### src/rtl/word_mem_seq.sv
// rtl/word_mem_seq.sv - load/store sequencer serialising CPU requests onto a byte RAM
module word_mem_seq #(
  parameter int ADDR_W = 6
) (
  input  logic              clk,
  input  logic              rst,
  input  logic              req_valid,
  output logic              req_ready,
  input  logic              req_we,
  input  logic [1:0]        req_size,
  input  logic              req_signed,
  input  logic [ADDR_W-1:0] req_addr,
  input  logic [31:0]       req_wdata,
  output logic              resp_valid,
  output logic              resp_err,
  output logic [31:0]       resp_rdata,
  output logic [ADDR_W-1:0] ram_a,
  output logic [7:0]        ram_d,
  output logic              ram_we,
  output logic              ram_re,
  input  logic [7:0]        ram_q
);

  typedef enum logic [1:0] {
    S_IDLE = 2'd0,
    S_XFER = 2'd1,
    S_DONE = 2'd2
  } state_t;

  state_t              state, state_nx;
  logic                we_r;
  logic [1:0]          size_r;
  logic                sgn_r;
  logic [ADDR_W-1:0]   addr_r;
  logic [31:0]         wdata_r;
  logic [1:0]          k;
  logic                err_r;
  logic [31:0]         rdata_r;

  logic                accept;
  logic                bad_req;
  logic                last_byte;

  assign req_ready = (state == S_IDLE) && !rst;
  assign accept    = req_valid && req_ready;

  // Reserved size or an address not aligned to the access size is rejected up front.
  assign bad_req = (req_size == 2'b11) ||
                   ((req_size == 2'b01) && req_addr[0]) ||
                   ((req_size == 2'b10) && (req_addr[1:0] != 2'b00));

  // Counter value of the final byte for the latched access size.
  always_comb begin
    last_byte = 1'b0;
    case (size_r)
      2'b00:   last_byte = (k == 2'd0);
      2'b01:   last_byte = (k == 2'd1);
      default: last_byte = (k == 2'd3);
    endcase
  end

  // State register.
  always_ff @(posedge clk or posedge rst) begin
    if (rst) state <= S_IDLE;
    else     state <= state_nx;
  end

  // Next-state decode.
  always_comb begin
    state_nx = state;
    case (state)
      S_IDLE: if (accept) state_nx = bad_req ? S_DONE : S_XFER;
      S_XFER: if (last_byte) state_nx = S_DONE;
      S_DONE: state_nx = S_IDLE;
      default: state_nx = S_IDLE;
    endcase
  end

  // Request latch, byte counter and load-data assembly.
  always_ff @(posedge clk or posedge rst) begin
    if (rst) begin
      we_r    <= 1'b0;
      size_r  <= 2'b00;
      sgn_r   <= 1'b0;
      addr_r  <= '0;
      wdata_r <= 32'h0;
      k       <= 2'd0;
      err_r   <= 1'b0;
      rdata_r <= 32'h0;
    end else begin
      if (accept) begin
        we_r    <= req_we;
        size_r  <= req_size;
        sgn_r   <= req_signed;
        addr_r  <= req_addr;
        wdata_r <= req_wdata;
        k       <= 2'd0;
        err_r   <= bad_req;
        rdata_r <= 32'h0;
      end else if (state == S_XFER) begin
        k <= k + 2'd1;
        if (!we_r) rdata_r[8*k +: 8] <= ram_q;
      end
    end
  end

  // RAM port decode: driven only from registered state, quiet outside XFER.
  always_comb begin
    ram_a  = '0;
    ram_d  = 8'h00;
    ram_we = 1'b0;
    ram_re = 1'b0;
    if (state == S_XFER) begin
      ram_a = addr_r + {{(ADDR_W-2){1'b0}}, k};
      if (we_r) begin
        ram_we = 1'b1;
        ram_d  = wdata_r[8*k +: 8];
      end else begin
        ram_re = 1'b1;
      end
    end
  end

  // Response pulse with sign/zero extension of the assembled load data.
  always_comb begin
    resp_valid = (state == S_DONE);
    resp_err   = (state == S_DONE) && err_r;
    resp_rdata = 32'h0;
    if ((state == S_DONE) && !we_r && !err_r) begin
      case (size_r)
        2'b00:   resp_rdata = {{24{sgn_r & rdata_r[7]}}, rdata_r[7:0]};
        2'b01:   resp_rdata = {{16{sgn_r & rdata_r[15]}}, rdata_r[15:0]};
        default: resp_rdata = rdata_r;
      endcase
    end
  end

endmodule
### config.mk
export PLATFORM = sky130hd
export DESIGN_NAME = word_mem_seq
export DESIGN_NICKNAME = d
export VERILOG_FILES = /design/src/rtl/word_mem_seq.sv
export SDC_FILE = /design/constraint.sdc
export NUM_CORES = 1
export LEC_CHECK = 0
export ABC_AREA = 0
export ABC_CLOCK_PERIOD_IN_PS = 2300
export BUFFER_PORTS_ARGS = -buffer_cell sky130_fd_sc_hd__buf_4
export CORE_MARGIN = 3
export CORE_UTILIZATION = 50
export CTS_BUF_LIST = sky130_fd_sc_hd__clkbuf_4
export CTS_CLUSTER_SIZE = 20
export DETAILED_ROUTE_END_ITERATION = 8
export PLACE_DENSITY = 0.79
export SLEW_MARGIN = 20
export SYNTH_ARGS = -nofsm -noshare
export SYNTH_HDL_FRONTEND = slang
export SYNTH_SLANG_ARGS = --single-unit
### constraint.sdc
create_clock -name clk -period 2.3 [get_ports clk]
set_clock_uncertainty 0.1 [all_clocks]
set_input_delay 0.345 -clock clk [delete_from_list [all_inputs] [get_ports clk]]
set_output_delay 0.345 -clock clk [all_outputs]
set_load 0.02 [all_outputs]
# Word level (Yosys, flattened, before mapping)
# Index checks and enable logic that the tools add are counted.
# word_totals
output_inout_bits,51
register_bits,79
inputBits,53
wordCells,67
# op_classes
bitwise_logic,2
n_reduce_logical,19
shifts,3
addsub,3
muxes,20
n_eq_ne,11
# ops
op,count
two-way mux 32 bit,4
case mux 32 bit (2 select lines),1
negator 5 -> 34 bit,1
"variable shift 8 x 34 -> 32 bit, first input constant",1
indexed part select 8 x 34 -> 32 bit,1
bitwise mux 32 bit,1
indexed part select 32 x 6 -> 8 bit,1
two-way mux 8 bit,2
two-way mux 2 bit,5
"equality test 2 x 1 -> 1 bit, second input constant",4
"equality test 2 bit, second input constant",4
logical AND 1 bit,7
adder 6 x 2 -> 6 bit,1
zero test 2 bit,3
two-way mux 6 bit,1
two-way mux 1 bit,4
"inequality test 2 bit, second input constant",2
case mux 2 bit (2 select lines),1
AND reduction 2 bit,2
nonzero test 2 bit,2
zero test 1 bit,3
"adder 2 x 1 -> 2 bit, second input constant",1
AND 1 bit,2
logical OR 1 bit,2
2 further kinds,2

# Depth between registers and ports, before layout
# depth
ltp_word,7
depth_mapped,9
mapped_depth_nobuf,5

# Worst setup path after synthesis
# No wires, ideal clock.
# synth_timing
kind,register to output
start,reg state[0]
end,out resp_rdata[20]
arrival_ns,1.837
path_stages_with_launch,7
slack_ns,0.018
n_path_buf,3
required_time_ns,1.855
cell_sequence,dfrtp_1 > buf_2 > nand2b_1 > or3_1 > clkbuf_1 > buf_2 > nor3_1
# synth_via
elab_chain_cells,4
# synth_rtl
element,line_no,text
start: declaration,30,"state_t state, state_nx;"
start signal: assignment,65,else state <= state_nx;
equality test 2 bit,129,if ((state == S_DONE) && !we_r && !err_r) begin
logical AND 1 bit (2 in series),129,
two-way mux 32 bit,129,
end: declaration,16,"output logic [31:0] resp_rdata,"
# No other way between the ends.

# Worst setup path in the final report
# layout_timing
start,reg k[1]
end,out ram_a[3]
# layout_via
elab_chain_cells,2
# layout_rtl
element,line_no,text
start: declaration,36,logic [1:0] k;
start signal: assignment,101,k <= k + 2'd1;
adder 6 x 2 -> 6 bit,114,"ram_a = addr_r + {{(ADDR_W-2){1'b0}}, k};"
two-way mux 6 bit,113,if (state == S_XFER) begin
end: declaration,17,"output logic [ADDR_W-1:0] ram_a,"
# No other way between the ends.

==> run metrics <==
most frequent cells in the layout=nand2_1, buf_4, dfrtp_1; Worst Path Buf+Inv=2; Power Density=967.6 mW/mm²; clk root buf=clkbuf_4; top cells by area, synth=dfrtp_1, nand2_1, mux4_2; synthesized area=0.004091 mm²; Starting DRT DRC Count=155; Max Slew Vio Count=0; GRT Resource Usage Total=25.34%; Seq cells post-synth=79; fin crit period=around 2400 ps; status=complete, but fails checks; Slew @ Worst Pin=752.5 ps; sequential area share after synthesis=48.32%; Placer Congestion=slightly above 0.8; RR Endpoint=rdata_r[8]$_DFFE_PP0P_; CP startpoint=k[1]$_DFFE_PP0P_; Mapped Nets=515; YS warnings=0; area leader, netlist=dfrtp_1; layout cell share with drive strength beyond 1=36.07%; FF-to-FF setup slack=120 ps; r2r startpoint=k[0]$_DFFE_PP0P_; DIE AREA=0.009305 mm²; CP max stage delay=440 ps; required time of the critical path=1860 ps; Cell variety after synth=39; ys flop type=dfrtp_1; grt ovf=0; Avg Cell Area, Syn=9.012 µm²; Crit path max-delay family=flip-flops; worst hold start=req_wdata[9]; first-pass GRT wire length=17790 µm; DRT Wirelength=11420 µm; final worst slack=-95.66 ps; worst hold margin=~17 ps; arrival time worst endpoint=1950 ps; critical-path cell list=ha_4, a21oi_2, buf_4, or3_4, a21oi_2, buf_6; hold path depth=3; Initial Util=52.14%; worst-case reg-to-reg path depth=7; pin count of the biggest net entering global routing=46; Setup violations, final=26; post-synthesis cell count=454; hold endpoint=wdata_r[9]$_DFFE_PP0N_; WS Path Type=register to output port; Layout area overhead=44.31%; relative slew slack=slightly below 50%; DP Wirelength=7114 µm; post-DR wirelength/cell=roughly 16 µm; TritonCTS clock tree=yes; RSZ-0062 raised after global routing=true; Crit path top cell by count=a21oi_2; failing checks=negative setup slack; Final Hold Fails=0; initial antenna violation count=0; Worst setup SP type=register; Die Y=96.46 µm; Leak Pwr=2.836 nW; Achievable Freq=0.4174 GHz; Yosys top cell area share=between 40% and 50%; # DRC=0; Initial DRT Pass Iterations=4; Inserted Clock Buffers=9; Placeable Area=0.007848 mm²; vias in the first global route=3754; Top Ports=about 100; Max FO, Critical Path=3; Die X=between 90 and 100 µm; Max Cap Violations=0; most common cell after layout, fill and taps aside=nand2_1; Sinks on Clock Net=79; Crit path depth=6; Setup Slack @ Placement=160.2 ps; H-tree depth=3; Final Cycle Share=104.2%; Clock Pin Slew Worst Setup and Hold Paths=110 ps; DR vias=3801; FP Rows=32; Hold Path Class=input port to register; Clk Latency, worst-skew pair=430 ps; ys async rst share=100.0%; CTS max path bufs=2; Nets=between 600 and 700; ANT nets after route=0; worst vdd ir=roughly 0.55 mV; element type at the critical path end=output port; Worst path slowest cell=dfrtp_1; DR vias/cell=about 5.4; Post-synth EDFFs=0; Port-buffer cells=around 100; diode count=0
[stage by stage]
step                      area (µm²)  TNS, ps  total power [mW]  instances  utilization [%]
after global routing            5904    -3260             6.098        698            75.24
after global placement          5055        0             4.340        645            64.41
after CTS                       5763   -988.1             5.564        696            73.44
after detailed placement        5055        0             4.430        645            64.41
after floorplan                 4095        0             3.671        454                -
final                           5904   -824.4             5.713        698            75.24
[cells by family after synthesis]
group	after synthesis	synth area share [%]
AND/OR/NAND/NOR	252	29.63
flip-flops	79	48.32
AO/OA/AOI/OAI	57	8.257
buffers and inverters	40	4.128
multiplexers	16	6.606
adder cells (fa/ha/maj)	8	2.630
XOR/XNOR	2	0.4282
[layer usage]
metal	track usage, %	up-vias	wire (µm)
li1	-	1803	-
met1	31.12	1797	4498
met2	43.97	179	5856
met3	4.957	22	792
met4	10.05	0	273
met5	0	-	0
[what timing repair did]
| item | CTS | global route |
|---|---|---|
| gates resized for setup | 51 | 27 |
| hold endpoints to repair | 58 | 2 |
| pin swaps | 5 | 2 |
| buffers inserted | 6 | 0 |
| setup endpoints to repair | 37 | 41 |
| hold buffers | 29 | 2 |
| gates cloned | 1 | 0 |
[worst max path at each step]
stage	end	slack [ps]
final	ram_a[3]	-100
after floorplan	resp_rdata[20]	20
after detailed placement	err_r$_DFFE_PP0N_	160
after global placement	err_r$_DFFE_PP0N_	230
after global routing	ram_a[3]	-170
after CTS	ram_a[3]	-80
[layout make-up]
| type | count | area, µm² |
|---|---|---|
| Multi-Input combinational cell | 335 | 2187 |
| Sequential cell | 79 | 1982 |
| Fill cell | 552 | 1943 |
| Timing Repair Buffer | 160 | 1449 |
| Tap cell | 102 | 127.6 |
| Clock buffer | 9 | 67.56 |
| Clock inverter | 6 | 61.31 |
| Inverter | 7 | 30.03 |
[synth_stat cells, types with 3 or more instances]
cell and n:
a22o_1 8, nor3_1 20, inv_1 7, buf_2 9, and3_1 17, nor2_1 5
nor2b_1 17, a21oi_1 22, dfrtp_1 79, nand2_1 144, mux2_2 8, nor4bb_1 3
and2_1 10, ha_1 7, clkbuf_1 22, o21ai_0 22, mux4_2 8, nand3_1 19
[registers in the layout, indices dropped and copies added (netlist names)]
| register | cells |
|---|---|
| k | 2 |
| state | 2 |
| sgn_r | 1 |
| we_r | 1 |
| wdata_r | 32 |
| addr_r | 6 |
| err_r | 1 |
| size_r | 2 |
| rdata_r | 32 |
[worst min-delay path, stage by stage]
cell	delay [ps]
buf_4	80
nand2_1	40
nand2_1	50
[power breakdown]
group | internal (mW) | switching (mW) | total [mW]
Combinational | 1.28 | 1.46 | 2.74
Clock | 0.324 | 0.481 | 0.805
Sequential | 1.84 | 0.327 | 2.17
Total | 3.44 | 2.27 | 5.71
Power figures use the tool's default switching activity.
